<file path="src/rtl/prefix_decode_ctrl.sv">
`default_nettype none
// +----------------------------------------------------------------------------+
// | prefix_decode_ctrl                                                         |
// | Prefix classifier sequencer: strips the prefix, optionally digit-reverses  |
// | the payload. Optional counters are enabled by the PREFIX_STATS_EN macro.   |
// | Revision: 1.0                                                              |
// +----------------------------------------------------------------------------+
module prefix_decode_ctrl #(
  parameter int N     = 100,
  parameter int LEN_W = 7
) (
  input  logic               clk,
  input  logic               rst,
  input  logic               in_valid,
  output logic               in_ready,
  input  logic [2*N-1:0]     word_in,
  input  logic [LEN_W-1:0]   word_in_len,
  output logic [2*N-1:0]     cls_word,
  output logic [LEN_W-1:0]   cls_len,
  input  logic               cls_reverse_needed,
  input  logic               cls_in_prefix,
  output logic               out_valid,
  input  logic               out_ready,
  output logic [2*N-1:0]     word_out,
  output logic [LEN_W-1:0]   word_out_len,
  output logic               out_reversed,
  output logic               out_prefix_err,
  output logic               out_len_err
`ifdef PREFIX_STATS_EN
  ,
  output logic [15:0]        stat_words,
  output logic [15:0]        stat_rev,
  output logic [15:0]        stat_perr
`endif
);

  typedef enum logic [2:0] {
    S_IDLE    = 3'd0,
    S_CLS_DRV = 3'd1,
    S_CLS_SMP = 3'd2,
    S_REV     = 3'd3,
    S_DONE    = 3'd4
  } state_t;

  localparam logic [LEN_W-1:0] c_min_len = LEN_W'(2);
  localparam logic [LEN_W-1:0] c_max_len = LEN_W'(N);
  localparam logic [LEN_W-1:0] c_one     = LEN_W'(1);
  localparam logic [LEN_W-1:0] c_two     = LEN_W'(2);

  state_t           r_state;
  logic [2*N-1:0]   r_src;
  logic [LEN_W-1:0] r_plen;
  logic [LEN_W-1:0] r_k;

  logic             w_len_bad;
  logic [LEN_W-1:0] w_plen;
  logic [2*N-1:0]   w_mask;
  logic [2*N-1:0]   w_payload;
  logic [LEN_W:0]   w_src_idx;
  logic [LEN_W:0]   w_dst_idx;

  assign w_len_bad = (word_in_len < c_min_len) || (word_in_len > c_max_len);

  // cls_word/cls_len double as the latched word: they only change on a legal accept
  assign w_plen    = cls_len - (cls_in_prefix ? c_one : c_two);
  assign w_mask    = ~({(2*N){1'b1}} << {w_plen, 1'b0});
  assign w_payload = cls_word & w_mask;
  assign w_src_idx = {r_plen - r_k - c_one, 1'b0};
  assign w_dst_idx = {r_k, 1'b0};

`ifdef PREFIX_STATS_EN
  function automatic logic [15:0] sat_inc(input logic [15:0] v);
    return (v == 16'hFFFF) ? v : v + 16'd1;
  endfunction
`endif

  always_ff @(posedge clk or posedge rst) begin
    if (rst) begin
      r_state        <= S_IDLE;
      r_src          <= '0;
      r_plen         <= '0;
      r_k            <= '0;
      in_ready       <= 1'b1;
      cls_word       <= '0;
      cls_len        <= '0;
      out_valid      <= 1'b0;
      word_out       <= '0;
      word_out_len   <= '0;
      out_reversed   <= 1'b0;
      out_prefix_err <= 1'b0;
      out_len_err    <= 1'b0;
`ifdef PREFIX_STATS_EN
      stat_words     <= '0;
      stat_rev       <= '0;
      stat_perr      <= '0;
`endif
    end else begin
      case (r_state)
        S_IDLE: begin
          if (in_valid && in_ready) begin
            in_ready <= 1'b0;
            if (w_len_bad) begin
              word_out       <= word_in;
              word_out_len   <= word_in_len;
              out_len_err    <= 1'b1;
              out_reversed   <= 1'b0;
              out_prefix_err <= 1'b0;
              out_valid      <= 1'b1;
              r_state        <= S_DONE;
            end else begin
              cls_word <= word_in;
              cls_len  <= word_in_len;
              r_state  <= S_CLS_DRV;
            end
          end
        end
        S_CLS_DRV: r_state <= S_CLS_SMP;
        S_CLS_SMP: begin
          out_reversed   <= cls_reverse_needed;
          out_prefix_err <= cls_in_prefix;
          out_len_err    <= 1'b0;
          word_out_len   <= w_plen;
          r_plen         <= w_plen;
          r_k            <= '0;
          if (cls_reverse_needed && (w_plen != '0)) begin
            r_src    <= w_payload;
            word_out <= '0;
            r_state  <= S_REV;
          end else begin
            word_out  <= w_payload;
            out_valid <= 1'b1;
            r_state   <= S_DONE;
          end
        end
        S_REV: begin
          word_out[w_dst_idx +: 2] <= r_src[w_src_idx +: 2];
          r_k <= r_k + c_one;
          if (r_k == r_plen - c_one) begin
            out_valid <= 1'b1;
            r_state   <= S_DONE;
          end
        end
        S_DONE: begin
          if (out_ready) begin
            out_valid <= 1'b0;
            in_ready  <= 1'b1;
            r_state   <= S_IDLE;
`ifdef PREFIX_STATS_EN
            stat_words <= sat_inc(stat_words);
            if (out_reversed)   stat_rev  <= sat_inc(stat_rev);
            if (out_prefix_err) stat_perr <= sat_inc(stat_perr);
`endif
          end
        end
        default: r_state <= S_IDLE;
      endcase
    end
  end

endmodule
`default_nettype wire

</file>
<file path="config.mk">
export PLATFORM = sky130hd
export DESIGN_NAME = prefix_decode_ctrl
export DESIGN_NICKNAME = d
export VERILOG_FILES = /design/src/rtl/prefix_decode_ctrl.sv
export SDC_FILE = /design/constraint.sdc
export NUM_CORES = 2
export LEC_CHECK = 0
export ABC_AREA = 0
export CAP_MARGIN = 10
export CORE_ASPECT_RATIO = 0.6
export CORE_MARGIN = 4
export CORE_UTILIZATION = 45
export CTS_CLUSTER_DIAMETER = 150
export DETAILED_ROUTE_END_ITERATION = 6
export PLACE_DENSITY_LB_ADDON = 0.2
export SKIP_CTS_REPAIR_TIMING = 1
export SYNTH_ARGS = -nofsm -noshare
export SYNTH_HDL_FRONTEND = slang
export SYNTH_SLANG_ARGS = --single-unit
export TNS_END_PERCENT = 50
</file>
<file path="constraint.sdc">
create_clock -name clk -period 35.4 [get_ports clk]
set_input_delay 7.08 -clock clk [delete_from_list [all_inputs] [get_ports clk]]
set_output_delay 7.08 -clock clk [all_outputs]
set_load 0.05 [all_outputs]
</file>
After elaboration in Yosys (flattened, before gate mapping)
Index checks and enable logic that the tools add are counted.
- output and inout port bits: 419
- logic and storage cells: 85
- input bits: 213
- register bits: 636
- reduce and logical (&&, ||, !) cells: 17
- $lt $le $gt $ge: 2
- add/subtract/negate cells: 6
- shift operators: 4
- bitwise gates (word level): 3
- equal/unequal tests: 10
- muxes and demuxes: 30
- operator list (cell ; number):
    200-bit 2-to-1 mux ; 3
    200-bit case mux with 3 select lines ; 1
    200-bit AND ; 1
    200-bit bitwise mux ; 1
    200-bit NOT ; 1
    2-bit by 10-bit variable shift with 200-bit output, first input constant ; 1
    2-bit by 10-bit variable part select with 200-bit output ; 1
    200-bit by 9-bit variable part select with 2-bit output ; 1
    200-bit by 8-bit left shift with 200-bit output, first input constant ; 1
    7-bit case mux with 2 select lines ; 2
    3-bit 2-to-1 mux ; 5
    3-bit case mux with 5 select lines ; 1
    3-bit AND reduction ; 5
    7-bit 2-to-1 mux ; 2
    7-bit by 1-bit subtractor with 7-bit output, second input constant ; 2
    2-bit != test, second input constant ; 5
    8-bit negation with 10-bit output ; 1
    1-bit 2-to-1 mux ; 9
    1-bit case mux with 2 select lines ; 4
    7-bit by 1-bit adder with 7-bit output, second input constant ; 1
    7-bit == test ; 1
    7-bit greater-than comparator, second input constant ; 1
    7-bit by 2-bit less-than comparator with 1-bit output, second input constant ; 1
    7-bit nonzero test ; 1
    16 further kinds ; 20

Depth between registers and ports, before layout
- word-level depth: 7
- gate-level depth with buffers: 17
- gate-level depth less buffers: 11

Worst setup path after synthesis
Ideal clock, no wire load.
- kind: input to register
- from: in cls_in_prefix
- to: reg word_out[164]
- arrival: 9.772 ns
- path slack: 25.545 ns
- buffers on the path: 3
- stages: 11
- required time: 35.318 ns
- setup time: 0.082 ns
- cell sequence: ha_1 fa_1 clkbuf_1 or2_2 o31a_1 clkbuf_1 o41a_4 buf_6 a2111oi_0 a311oi_1 o22ai_1
- longest elaborated chain between the ends: 7
- elaborated cells between the ends (all ways): 9
- those cells by class: add/sub (1); shift (1); mux (3); bitwise (2); reduce/logical (2)
- RTL lines (item ; RTL line ; text):
    from (decl) ; 21 ; input logic cls_in_prefix,
    2-bit 2-to-1 mux * ; 65 ; assign w_plen = cls_len - (cls_in_prefix ? c_one : c_two);
    7-bit by 2-bit subtractor with 7-bit output * ; 65 ;
    200-bit by 8-bit left shift with 200-bit output ; 66 ; assign w_mask = ~({(2*N){1'b1}} << {w_plen, 1'b0});
    200-bit NOT ; 66 ;
    200-bit AND ; 67 ; assign w_payload = cls_word & w_mask;
    200-bit 2-to-1 mux * ; 125 ; if (cls_reverse_needed && (w_plen != '0)) begin
    200-bit case mux with 3 select lines * ; 98 ; case (r_state)
    to (signal assigned) ; 103 ; word_out <= word_in;
    to (signal assigned) ; 130 ; word_out <= w_payload;
    to (signal, indexed assignment) ; 136 ; word_out[w_dst_idx +: 2] <= r_src[w_src_idx +: 2];
    to (decl) ; 24 ; output logic [2*N-1:0] word_out,
Every way passes the cells marked *; elsewhere a longest branch is shown, timed or not.
A chain may end at the register's enable or synchronous reset.

Worst setup path in the final report
- from: in cls_in_prefix
- to: reg r_src[96]
- longest elaborated chain between the ends: 5
- elaborated cells between the ends (all ways): 8
- those cells by class: add/sub (1); shift (1); mux (1); bitwise (2); reduce/logical (3)
- RTL lines (item ; RTL line ; text):
    2-bit 2-to-1 mux * ; 65 ;
    7-bit by 2-bit subtractor with 7-bit output * ; 65 ;
    200-bit by 8-bit left shift with 200-bit output or 7-bit nonzero test (tied branches) ; 66, 125 ;
    200-bit NOT or 1-bit logical AND (tied branches) ; 66, 125 ;
    200-bit AND or 2-bit AND reduction (tied branches) ; n/a ;
    to (signal assigned) ; 126 ; r_src <= w_payload;
    to (decl) ; 51 ; logic [2*N-1:0] r_src;
Marks and branches as above.

==> reports/results.txt <==
Filler cell count - 6811
WHS Endpoint - r_src[183]
Post-synth EDFFs - 0
Worst EP arrival - 13370 ps
Static Leak - 17.6 nW
Synth cell types - 87
Chip width - 366 um
CTS clock-pin slew for the worst setup and hold paths - 70 ps
Hold path cells - 2
Maximum VDD drop - 0.0381 mV
CTS tree - yes
Synth warnings - 0
Max Cap Violations - 0
First-pass GRT wire length - 241 mm
Vias per inst - 6.86
Clk sinks - 636
Initial Util - 0.457
Vias - 35500
Remaining DRCs - 0
Critical path launch point type - input port
Die Area - 81800 um^2
Initial DRC Count - 5520
Layout area overhead - 26.1%
RSZ-0062 raised after global routing - false
RR Startpoint - r_k[0]
TritonCTS Buffers - 61
Power density cells - 35.6 nW/um^2
Slew @ Worst Pin - 1400 ps
CTS root buffer - clkbuf_16
Final GP Congestion - 0.987
Slew headroom - 0.0645
Period minus WS final - 12820 ps
Average cell area after synthesis - 9.48 um^2
Total Routing Usage GR - 0.396
Final HPWL DP - 120 mm
Worst endpoint required time - 35950 ps
Clk_lat worst skew - 680 ps
Fin. max-slew vios - 0
Final setup viols - 0
Largest net degree at the start of global routing - 112
HP Class - reg -> reg
H-tree Lvls - 2
# port buffers - 631
DR WL/cell - 32.6 um
GRT overflow - 0
Hold Path Origin - r_src[183]
Setup TNS - 0 ps
Finished Core Util - 0.576
Layout Nets - 4332
Share of cells above drive strength 1 - 0.121
Status - completed
I/O pin total - 632
CTS max path bufs - 3
Synth Flop Type - dfrtp_1
Die height - 223 um
Multi-input gate area - 17300 um^2
Sequential fraction of the synthesis area - 0.459
R2R depth - 14
Cells after Synth - 3660
CP Max Fanout - 111
Fin crit share - 0.362
Critical path endpoint category - register
Core Area - 75900 um^2
Syn nets - 3889
Post-route cell area - 43800 um^2
Clk_skew - 46.0 ps
Final hold vios - 0
Synth Cell Area - 34700 um^2
Capture point of the worst reg-to-reg path - word_out[84]
Fraction of registers with async set/reset - 1.00
Num rows - 78
Initial antenna violation count - 17
Number of global-route vias before repair - 33400
R2r setup slk - 28750 ps
Maximum operating frequency - 78.0 MHz
Synth Register Bits - 636
Routed WL - 168 mm
Antenna Nets Post-Route - 0
Critical path class - in -> reg
Flip-flop and latch area - 15900 um^2
Drt first pass iters - 7
Area of placed instances - 41800 um^2
==> per-layer routing <==
layer,up-vias,part of all wire,GRT usage
li1,14700,-,-
met1,17700,0.41,0.556
met3,415,0.14,0.161
met5,-,0.00089,0.00641
met2,2638,0.40,0.542
met4,14,0.043,0.151
==> cells in the final DEF (no fill, tap or decap), types with 20 or more instances in the layout <==
master | Yosys | routed
dfrtp_1 | 635 | 633
clkdlybuf4s50_1 | 0 | 631
o21ai_0 | 461 | 459
nand2_1 | 454 | 451
mux2_2 | 194 | 194
nand3_1 | 181 | 181
or3_1 | 165 | 165
o22ai_1 | 148 | 148
nor2_1 | 120 | 115
buf_4 | 6 | 84
inv_1 | 75 | 74
a21oi_1 | 75 | 71
a311oi_1 | 71 | 71
clkbuf_16 | 0 | 62
o211ai_1 | 60 | 60
a31oi_1 | 61 | 59
mux2i_1 | 48 | 48
nor4_1 | 46 | 44
mux4_2 | 42 | 42
a211oi_1 | 39 | 39
nor3_1 | 35 | 33
o311a_1 | 27 | 27
nor3b_1 | 22 | 22
o31ai_1 | 22 | 21
o311ai_0 | 21 | 21
clkbuf_1 | 244 | 20
==> cell families after synthesis <==
| kind of cell | share of synthesized area |
|---|---|
| AOI/OAI and AO/OA | 0.218 |
| xor gates and xnor gates | 0.00552 |
| adders and majority gates | 0.00620 |
| muxes | 0.104 |
| DFF | 0.459 |
| buffers and inverters | 0.0490 |
| and+or+nand+nor | 0.159 |
==> per-stage QoR <==
stage / worst slack, ps / hold slack [ps] / instances / total power, mW
global route: 22220 / 495 / 5154 / 1.59
CTS: 22770 / 475 / 5147 / 1.55
floorplan: 10510 / 433 / 3660 / 0.823
finish: 22580 / 476 / 5166 / 1.56
global placement: 22280 / 451 / 5038 / 0.896
detailed placement: 22120 / 458 / 5038 / 0.896
==> sequential cells by signal, indices dropped and copies added, names as in the netlist <==
register	flops
cls_len	7
cls_word	200
in_ready	1
out_len_err	1
out_prefix_err	1
out_reversed	1
out_valid	1
r_k	7
r_plen	7
r_src	200
r_state	3
word_out	200
word_out_len	7
==> critical path, stage by stage <==
cell and delay, ps:
clkdlybuf4s50_1 450, ha_1 230, fa_1 510, nor3b_1 250
xnor2_2 960, nand4b_4 550, nor3_1 590, nand2b_4 580
buf_4 650, buf_4 880, nor3_1 180, a22o_1 230
==> where the power goes <==
part | internal (mW) | switching [mW]
logic | 0.0482 | 0.0968
registers | 0.734 | 0.00683
clock network | 0.366 | 0.305
total | 1.15 | 0.409
==> cell usage after synthesis, types with 18 or more instances <==
cell / n / area [um^2]
dfrtp_1: 635 / 15900
o21ai_0: 461 / 2310
nand2_1: 454 / 1700
clkbuf_1: 244 / 916
mux2_2: 194 / 2180
nand3_1: 181 / 906
or3_1: 165 / 1030
o22ai_1: 148 / 926
nor2_1: 120 / 450
buf_2: 78 / 390
a21oi_1: 75 / 375
inv_1: 75 / 282
a311oi_1: 71 / 622
a31oi_1: 61 / 382
o211ai_1: 60 / 450
mux2i_1: 48 / 480
nor4_1: 46 / 288
mux4_2: 42 / 946
a211oi_1: 39 / 293
nor3_1: 35 / 175
o311a_1: 27 / 270
nor3b_1: 22 / 165
o31ai_1: 22 / 165
o311ai_0: 21 / 184
a21o_1: 20 / 150
a221oi_1: 18 / 158
==> worst max-delay path by stage <==
stage / start / endpoint / slack, ps / depth (start not counted)
global placement: cls_in_prefix / r_src[96] / 22280 / 12
finish: cls_in_prefix / r_src[96] / 22580 / 12
CTS: cls_in_prefix / r_src[96] / 22770 / 12
floorplan: rst / cls_len[0] / 10510 / 1
global route: cls_in_prefix / r_src[96] / 22220 / 12
detailed placement: cls_in_prefix / r_src[96] / 22120 / 12
==> cell type report <==
class,instances,share of cell area
Clock buffer,93,0.0406
Clock inverter,16,0.00395
Multi-Input combinational cell,2609,0.396
Timing Repair Buffer,717,0.159
Antenna cell,17,0.000972
Tap cell,1000,0.0286
Inverter,78,0.00686
Sequential cell,636,0.364
Note: power is estimated with default switching activity, not from simulation.
